`config.mk`:
```
export PLATFORM = sky130hd
export DESIGN_NAME = int_ctrl
export DESIGN_NICKNAME = d
export VERILOG_FILES = /design/src/rtl/int_ctrl.sv
export SDC_FILE = /design/constraint.sdc
export NUM_CORES = 1
export LEC_CHECK = 0
export CORE_MARGIN = 2
export CORE_UTILIZATION = 40
export DETAILED_ROUTE_END_ITERATION = 7
export PLACE_DENSITY_LB_ADDON = 0.15
export SLEW_MARGIN = 10
export SYNTH_ARGS = -nofsm -noshare
export SYNTH_HDL_FRONTEND = slang
export SYNTH_SLANG_ARGS = --single-unit
export TNS_END_PERCENT = 100
```
`constraint.sdc`:
```
create_clock -name clk -period 6.3 [get_ports clk]
set_clock_uncertainty 0.2 [all_clocks]
set_input_delay 1.26 -clock clk [delete_from_list [all_inputs] [get_ports clk]]
set_output_delay 1.26 -clock clk [all_outputs]
set_load 0.02 [all_outputs]
```
`src/rtl/int_ctrl.sv`:
```
// 8-source vectored interrupt controller: synchronise and edge-detect requests, track pending,
// in-service and lost state, and present the highest-priority eligible request to the CU.
module int_ctrl #(
  parameter int unsigned N           = 8,
  parameter int unsigned SYNC_STAGES = 2
) (
  input  logic         clk,
  input  logic         reset,
  input  logic [N-1:0] irq,
  input  logic         ien_we,
  input  logic [N-1:0] ien_in,
  input  logic         pclr_we,
  input  logic [N-1:0] pclr_in,
  input  logic [N-1:0] s_calli,
  input  logic [N-1:0] s_reti,
  output logic [N-1:0] min_bit_s,
  output logic [N-1:0] min_bit_a,
  output logic [N-1:0] pend_o,
  output logic [N-1:0] isr_o,
  output logic [N-1:0] lost_o
);

  logic [SYNC_STAGES-1:0][N-1:0] sync_q;
  logic [N-1:0] prev_q;
  logic [N-1:0] pend_q;
  logic [N-1:0] isr_q;
  logic [N-1:0] ien_q;
  logic [N-1:0] lost_q;

  logic [N-1:0] s;
  logic [N-1:0] rise;
  logic [N-1:0] clr_mask;
  logic [N-1:0] elig;
  logic [N-1:0] cand;
  logic [N-1:0] act;

  assign s        = sync_q[SYNC_STAGES-1];
  assign rise     = s & ~prev_q;
  assign clr_mask = pclr_we ? pclr_in : '0;

  // A new edge beats a same-cycle ack or clear; a lost-set beats a same-cycle clear.
  always_ff @(posedge clk or posedge reset) begin
    if (reset) begin
      sync_q <= '0;
      prev_q <= '0;
      pend_q <= '0;
      isr_q  <= '0;
      ien_q  <= '0;
      lost_q <= '0;
    end else begin
      sync_q <= {sync_q[SYNC_STAGES-2:0], irq};
      prev_q <= s;
      pend_q <= (pend_q & ~s_calli & ~clr_mask) | rise;
      lost_q <= (lost_q & ~clr_mask) | (rise & pend_q & ~s_calli);
      isr_q  <= (isr_q & ~s_reti) | s_calli;
      if (ien_we) begin
        ien_q <= ien_in;
      end
    end
  end

  // Lowest set bit isolates the highest priority; a request is shown only if it outranks the active level.
  always_comb begin
    elig      = pend_q & ien_q;
    cand      = elig & (~elig + N'(1));
    act       = isr_q & (~isr_q + N'(1));
    min_bit_a = act;
    min_bit_s = '0;
    if ((cand != '0) && ((isr_q == '0) || (cand < act))) begin
      min_bit_s = cand;
    end
  end

  assign pend_o = pend_q;
  assign isr_o  = isr_q;
  assign lost_o = lost_q;

endmodule
```
==> impl_results.md <==
- MaxCap Viol Count: 0
- Layout area overhead: 42.8%
- Vias in the first global route: 1657
- Syn avg cell area: 11.7 µm²
- CTS H-tree lvls: 2
- Fin. Hold Viols: 0
- CP startpoint kind: flop
- Pleak: 1.48 nW
- Grt total ovfl: 0
- CORE AREA: 5570 µm²
- Diode count: 0
- Yosys warning total: 0
- Top FF cell, synth: dfrtp_1
- Post-DP Area: 3250 µm²
- Ports: 84
- Port bufs: 83
- ANT nets after route: 0
- Max-slew violations: 0
- Starting Density: 0.421
- Clk sinks: 56
- Drt drc: 0
- Crit share post-route: 0.814
- Initial antenna violation count: 0
- FFs w/ async S/R, synth: 1.00
- Post-CTS Hold Fix Bufs: 0
- Post-synth EDFFs: 0
- First drt pass iteration count: 4
- Netlist Area Pre-Place: 2350 µm²
- Min Tclk post-route: 5130 ps
- CTS tree: yes
- Finished Cell Area: 3350 µm²
- Pwr Total: 0.000762 W
- Class of the most critical setup path: reg2out
- Crit. End Element: primary output
- Via count: 1713
- Layout cells sized above 1: 0.0931
- DP Wirelength: 3.88 mm
- First-pass GRT wire length: 7.67 mm
- Core Util, Final: 0.601
- Clk buf depth: 2
- Worst reg2reg path depth: 1
- Die Ht: 80.6 µm
- Worst rel slew slack: 0.550
- Unique cell type count in the Yosys netlist: 33
- DR iter-0 viols: 56
- Worst R2R Setup Slack: 5290 ps
- Seq/Total Area, Yosys: 0.597
- Max FO, Critical Path: 8
- Final hold slack: 158 ps
- Hold Path Class: reg2reg
- Slew @ Worst Pin: 675 ps
- Sum Neg Setup Slack: 0 ps
- Syn Nets: 252
- Row Count: 27
- WL final: 4.79 mm
- Syn Inst Count: 201
- Total global-route track usage: 0.154
- Arr. time, crit path: 3670 ps
- Maximum number of pins on one net before global-route repair: 57
- RSZ-0062 raised after global routing: no
- Hold Path Stages: 0
- Status: finished, final reports clean
- PostCTS Resize Cnt: 0
- Cell Pwr Density: 228 nW/µm²
- # setup viols final: 0
- Wire per inst: 13.2 µm
- Clock Latency Late Sink: 290 ps
- Die area: 6490 µm²
- Die W: 80.6 µm
- Post-CTS Setup Bufs: 0
- Clock-pin transition on the worst setup and hold timing paths: 100 ps
- Worst EP required: 4840 ps
- #FFs+latches synth: 56
- RD Place Congestion: 0.740
- Fin nets: 340
- Drt via density: 4.73
- Peak Freq: 195 MHz
- Worst IR drop on VDD: 177 µV
- Inserted Clock Buffers: 5
- CTS Root Buffer Type: clkbuf_8
==> registers in the layout (all words and copies together) (netlist names) <==
| signal | flops |
|---|---|
| sync_q | 8 |
| isr_o | 8 |
| ien_q | 8 |
| lost_o | 8 |
| prev_q | 8 |
| s | 8 |
| pend_o | 8 |
==> cell families (layout without fill, tap and decap cells) <==
family	after synthesis	after routing	synth area share
AO/OA/AOI/OAI	42	42	0.129
adder cells (fa/ha/maj)	7	7	0.0373
AND/OR/NAND/NOR	57	57	0.144
multiplexers	8	8	0.0384
buffers and inverters	31	120	0.0544
flip-flops	56	56	0.597
==> metal layers <==
layer  GRT usage  wire length (µm)  vias up  part of all wire
li1            -                 -      861                 -
met1       0.213              2180      800              0.45
met2       0.243              2330       46              0.49
met3      0.0270               228        6             0.048
met4      0.0559                53        0             0.011
met5           0                 0        -                 0
==> Yosys cell counts, drive strengths merged, types with 2 or more instances <==
cell      n  area share
nor2      6      0.0096
inv      28       0.045
nand3     7       0.020
a21oi     4      0.0085
ha        7       0.037
nand2    11       0.018
o22ai     8       0.021
a211oi    5       0.016
a2111oi   3       0.019
mux2      8       0.038
dfrtp    56        0.60
nand2b   16       0.043
and2     11       0.031
buf       2      0.0080
o21ai     9       0.019
a21o      8       0.026
==> placed cells by master (no fill, tap or decap), types with 2 or more instances in the layout <==
cell type and count:
o21ai_0 9, clkbuf_8 6, clkdlybuf4s50_1 83, inv_1 27
ha_1 7, nand2_1 11, a211oi_1 5, clkinvlp_4 2
a21oi_1 4, nor2_1 6, and2_1 9, nand2b_1 16
o22ai_1 8, a21o_1 7, nand3_1 6, a2111oi_2 3
dfrtp_1 56, mux2_2 8
==> worst max-delay path: stages (launching register included) <==
cell and delay [ps]:
dfrtp_1 420, a222oi_1 520, nand3_1 290, a211o_1 370, inv_1 70, ha_1 240, a21oi_1 160, o21ai_0 100
and2_4 200, a2111oi_2 350, clkdlybuf4s50_1 660
==> worst paths after layout <==
| check | from | to |
|---|---|---|
| max in group asynchronous | reset | ien_q[2]$_DFFE_PP0P_ |
| setup reg to reg | ien_q[1]$_DFFE_PP0P_ | ien_q[1]$_DFFE_PP0P_ |
| setup / recovery | pend_o[2]$_DFF_PP0_ | min_bit_s[4] |
| hold / removal | sync_q[4]$_DFF_PP0_ | s[4]$_DFF_PP0_ |
| min in group asynchronous | reset | s[3]$_DFF_PP0_ |
| hold reg to reg | sync_q[4]$_DFF_PP0_ | s[4]$_DFF_PP0_ |
==> per-stage QoR <==
stage | std cells | setup WS [ps]
finish | 362 | 1170
global route | 362 | 888
floorplan | 201 | 2000
detailed placement | 354 | 1510
CTS | 362 | 1170
global placement | 354 | 1670
==> final cells by class <==
| class | count | area, µm² |
|---|---|---|
| timing repair buffer | 84 | 838 |
| clock buffer | 6 | 82.6 |
| sequential | 56 | 1400 |
| tap | 72 | 90.1 |
| fill | 486 | 2220 |
| clock inverter | 2 | 15.0 |
| inverter | 28 | 105 |
| multi-input combinational | 114 | 817 |
==> power breakdown <==
group / total, W / internal (W) / switching (W)
Combinational: 0.000159 / 0.0000828 / 0.0000766
Clock: 0.000197 / 0.0000891 / 0.000108
Sequential: 0.000405 / 0.000385 / 0.0000200
Power figures use the tool's default switching activity.
==> RTL change 1: new RTL, same flow settings <==
Set the parameter `N` to 7 (it was 8).
--- a/src/rtl/int_ctrl.sv
+++ b/src/rtl/int_ctrl.sv
@@ -2,5 +2,5 @@
 // in-service and lost state, and present the highest-priority eligible request to the CU.
 module int_ctrl #(
-  parameter int unsigned N           = 8,
+  parameter int unsigned N           = 7,
   parameter int unsigned SYNC_STAGES = 2
 ) (
Interface: changed (10 resized); port bits go from 84 to 74. No check against the original RTL was run, so the function may have changed too.
==> RTL change 1 against the original RTL <==
Sequential cell count shrank 7; maximum frequency grew 9.3%; routed wire length shrank 16%; setup slack gained 0.44 ns; combinational power shrank 11%; synthesized cell count shrank 13%; synthesized area shrank 13%; total power shrank 10%; critical path type unchanged; design area shrank 13%.
==> RTL change 1: results (changes against the original RTL) <==
Worst hold path
  – Hold Path Cell Cnt: 0 (unchanged)
  – Worst hold endpoint: s[3]
  – Worst hold path class: reg2reg
  – HP Start: sync_q[3]

Drt
  – WL per Instance: 12.5 µm (-5.2%)
  – Iteration-0 DRC count of the detailed router: 53 (-5.4%)
  – Via count: 1488 (-13%)

Logic synthesis
  – Seq/Total Area, Yosys: 0.604 (+0.00686)
  – Largest cells by area after synthesis: dfrtp_1 (60%), nand2b_1 (4.6%), inv_1 (4.3%)
  – XOR/XNOR Fraction of Synth Area: 0 (unchanged)
  – Mux share of post-synthesis cell area: 0.0388 (+0.000441)
  – Top FF cell, synth: dfrtp_1
  – Most common library cells after synthesis: dfrtp_1 (49), inv_1 (23), nand2b_1 (15), nand2_1 (10)
  – Synth Net Count: 220 (-13%)
  – Mapped Cells: 175 (-13%)
  – Post-synthesis compound-gate area fraction: 0.0974 (-0.0311)
  – Adder-Cell Fraction of Synth Area: 0.0370 (-0.000342)
  – Distinct cell type count after synthesis: 28 (-15%)

Placed design
  – PortBufs: 73 (-12%)
  – RePlAce Congestion: 0.879 (+19%)
  – Post-Place Worst Slack: 1.92 ns (+0.406 ns)
  – Dpl hpwl: 3.24 mm (-16%)
  – Post-Place Cells: 313 (-12%)
  – Placed Instance Area: 2830 µm² (-13%)

Global route
  – First-pass GRT wire length: 6.70 mm (-13%)
  – Vias in the first global route: 1444 (-13%)
  – Grt total ovfl: 0 (unchanged)
  – Largest net degree at the start of global routing: 50 (-12%)
  – Total GRT Usage: 0.158 (+0.00454)
  – Antenna violations before repair: 0 (unchanged)

Critical path
  – Slowest-stage cell, CP: clkdlybuf4s50_1
  – CP startpoint: isr_o[2]
  – WP data arrival: 3.23 ns (-0.44 ns)
  – Slowest stage delay, CP: 0.63 ns (-0.03 ns)
  – Max FO, Critical Path: 7 (-1)
  – R2R Path Start: ien_q[0]
  – CP delay by family, top: simple AND/OR/NAND/NOR gates
  – Worst r2r dst: ien_q[0]

Outcome
  – Status: finished clean

Pwr
  – Leak: 1.29 nW (-13%)
  – Switch Pwr: 182 µW (-11%)
  – VDD IR-drop max: 0.160 mV (-9.8%)

Finish
  – Layout cell share with drive strength beyond 1: 0.102 (+0.00926)
  – Cell Count, Final, Fillers Out: 321 (-11%)
  – Final layout net count: 298 (-12%)

Timing
  – Slew @ Worst Pin: 0.969 ns (+0.293 ns)

Clocking
  – Clock-pin slew on the worst setup and hold paths: 0.08 ns (-0.02 ns)
[RTL change 1: cell count changes after synthesis, moves of 3 or more]
cell | before | now
a211oi_1 | 5 | 0
dfrtp_1 | 56 | 49
nor3_2 | 0 | 3
inv_1 | 28 | 23
a2111oi_2 | 3 | 0
[RTL change 1: layer usage]
metal,GRT usage,part of all wire
met1,0.214,0.45
met5,0,0
met3,0.0455,0.063
met4,0.0468,0.0040
met2,0.250,0.48
[RTL change 1: worst max path at each step]
stage / endpoint / slack (ns)
final: min_bit_s[4] / 1.61
after global routing: min_bit_s[4] / 1.32
after CTS: min_bit_s[4] / 1.58
after detailed placement: min_bit_s[4] / 1.92
after global placement: min_bit_s[5] / 2.06
after floorplan: min_bit_s[0] / 2.17
[RTL change 1: power groups by stage]
stage	logic (mW)	registers (mW)	clock network, mW
6_report	0.142	0.355	0.186
5_1_grt	0.157	0.358	0.208
4_1_cts	0.145	0.355	0.196
3_5_place_dp	0.144	0.362	0
3_3_place_gp	0.143	0.360	0
2_1_floorplan	0.0617	0.372	0
[RTL change 1: layout make-up]
class,instances,area [µm²]
fillers,430,1890
flip-flops and latches,49,1230
repair buffers,73,731
multi-input cells,101,706
inverters,23,86.3
well taps,67,83.8
clock buffers,6,82.6
clock inverters,2,13.8
[RTL change 1: metrics by stage]
stage	utilization	hold WS (ns)
floorplan	-	0.131
global placement	0.588	0.132
detailed placement	0.588	0.135
CTS	0.608	0.155
global route	0.608	0.167
finish	0.608	0.152
[RTL change 1: cells by family after synthesis]
logic type	Yosys count
DFF	49
AOI/OAI and AO/OA	29
and+or+nand+nor	59
adders and majority gates	6
buffers and inverters	25
muxes	7
==> RTL change 2: new RTL, same flow settings <==
Made on the original files. Put a register stage on the output `min_bit_a`. The value now appears one clock later. The other outputs are not delayed to match.
--- a/src/rtl/int_ctrl.sv
+++ b/src/rtl/int_ctrl.sv
@@ -20,4 +20,6 @@
   output logic [N-1:0] lost_o
 );
+
+  logic [N-1:0] min_bit_a_d;
 
   logic [SYNC_STAGES-1:0][N-1:0] sync_q;
@@ -65,5 +67,5 @@
     cand      = elig & (~elig + N'(1));
     act       = isr_q & (~isr_q + N'(1));
-    min_bit_a = act;
+    min_bit_a_d = act;
     min_bit_s = '0;
     if ((cand != '0) && ((isr_q == '0) || (cand < act))) begin
@@ -76,3 +78,7 @@
   assign lost_o = lost_q;
 
+  always_ff @(posedge clk) begin
+    min_bit_a <= min_bit_a_d;
+  end
+
 endmodule
Check against the original RTL: not equivalent (Yosys sat finds a counterexample within 4 cycles, from zero or initial values and one cycle with reset high).
==> RTL change 2 against the original RTL <==
Sequential power increased by 13%; sequential cell count increased by 8; synthesized cell count increased by 4.0%; first-iteration DRC count increased by 8.9%; design area increased by 7.7%; total power increased by 26%; count of clock-buffer cells in the layout increased by 3; routed wire length increased by 8.3%; setup slack improved by 0.28 ns; non-clock buffer count unchanged; synthesized area increased by 6.6%; critical path type unchanged; largest power group unchanged.
==> RTL change 2: results (changes against the original RTL) <==
Placed design
  – Post-Place Worst Slack: 1.81 ns (+0.295 ns)
  – Placed Instance Area: 3410 µm² (+4.9%)
  – Post-Place Cells: 365 (+3.1%)
  – RePlAce Congestion: 0.740 (about the same)
  – PortBufs: 83 (unchanged)
  – Dpl hpwl: 3.94 mm (+1.5%)

Pwr
  – Leak: 1.64 nW (+11%)
  – VDD IR-drop max: 0.187 mV (+5.9%)

Logic synthesis
  – Distinct cell type count after synthesis: 34 (+3.0%)
  – Largest cells by area after synthesis: dfrtp_1 (56%), dfxtp_1 (6.4%), inv_1 (4.7%)
  – Mux share of post-synthesis cell area: 0.0360 (-0.00238)
  – Post-synthesis compound-gate area fraction: 0.107 (-0.0215)
  – Syn_area_per_cell: 12.0 µm² (+2.5%)
  – Async SR Flop Fraction: 0.875 (-0.125)
  – Seq/Total Area, Yosys: 0.624 (+0.0270)
  – Synth Net Count: 260 (+3.2%)
  – YS warnings: 0 (unchanged)
  – XOR/XNOR Fraction of Synth Area: 0 (unchanged)
  – Adder-Cell Fraction of Synth Area: 0.0350 (-0.00232)
  – Most common library cells after synthesis: dfrtp_1 (56), inv_1 (31), nand2b_1 (16), nand2_1 (10)

Timing
  – Slew @ Worst Pin: 0.679 ns (+0.00343 ns)

Finish
  – Final layout net count: 352 (+3.5%)
  – Antenna diodes: 0 (unchanged)
  – Layout cell share with drive strength beyond 1: 0.111 (+0.0180)

Clocking
  – Clock Tree Root: clkbuf_8
  – Post-CTS sizing: 0 (unchanged)
  – Clock-pin slew on the worst setup and hold paths: 0.07 ns (-0.03 ns)
  – Htree depth: 3 (+1)
  – TritonCTS buffer count: 9 (+4)
  – Clock buffer depth: 2 (unchanged)
  – Setup Buffers After CTS: 0 (unchanged)
  – Worst skew pair latency: 0.34 ns (+0.05 ns)

Critical path
  – Max FO, Critical Path: 8 (unchanged)
  – Slowest-stage cell, CP: clkdlybuf4s50_1
  – CP delay by family, top: simple AND/OR/NAND/NOR gates
  – Slowest stage delay, CP: 0.65 ns

Global route
  – Vias in the first global route: 1790 (+8.0%)
  – First-pass GRT wire length: 8.73 mm (+14%)
  – Grt total ovfl: 0 (unchanged)
  – Antenna violations before repair: 0 (unchanged)
  – Largest net degree at the start of global routing: 57 (unchanged)
  – Total GRT Usage: 0.163 (+0.00895)

Drt
  – WL final: 5.19 mm (+8.3%)
  – WL per Instance: 13.6 µm (+2.9%)
  – Iteration-0 DRC count of the detailed router: 61 (+8.9%)
  – Vias per inst: 4.72 (-0.16%)
  – Initial DRT Pass Iterations: 4 (unchanged)

Worst hold path
  – Worst hold path class: reg2reg

Outcome
  – Status: finished clean
RTL change 2: cell types whose count changed in the layout (fill, tap and decap cells not counted), moves of 3 or more:
cell	before	now
clkinv_2	0	3
inv_1	27	30
nor2_1	6	2
dfxtp_1	0	8
clkbuf_8	6	9
RTL change 2: metal layers:
metal	vias up	part of all wire	global-route usage
met4	0	0.022	0.0790
met1	843	0.44	0.198
li1	894	-	-
met5	-	0	0
met2	51	0.49	0.264
met3	12	0.049	0.0497
RTL change 2: cell families (layout without fill, tap and decap cells):
kind of cell | count (synthesis) | after routing
DFF | 64 | 64
and+or+nand+nor | 57 | 57
AOI/OAI and AO/OA | 39 | 39
buffers and inverters | 34 | 131
muxes | 8 | 8
adders and majority gates | 7 | 7
RTL change 2: area by class of cell:
| type | count | area [µm²] |
|---|---|---|
| timing repair buffer | 84 | 838 |
| sequential | 64 | 1560 |
| fill | 497 | 2380 |
| inverter | 31 | 116 |
| multi-input combinational | 111 | 801 |
| clock inverter | 7 | 71.3 |
| tap | 75 | 93.8 |
| clock buffer | 9 | 124 |
RTL change 2: power breakdown:
part | total, mW | switching [mW] | internal [mW] | leakage (nW)
Sequential | 0.459 | 0.0213 | 0.438 | 0.730
Clock | 0.343 | 0.160 | 0.183 | 0.103
Combinational | 0.158 | 0.0748 | 0.0830 | 0.808
RTL change 2: worst paths after layout:
check,cells after the start,startpoint,slack [ns],endpoint
min in group asynchronous,3,reset,1.23,s[2]
worst min register to register,0,sync_q[6],0.15,s[6]
worst max register to register,4,isr_o[0],4.69,min_bit_a[7]
max in group asynchronous,3,reset,4.23,isr_o[5]
worst max-delay path,9,isr_o[0],1.45,min_bit_s[4]
worst min-delay path,0,sync_q[6],0.15,s[6]
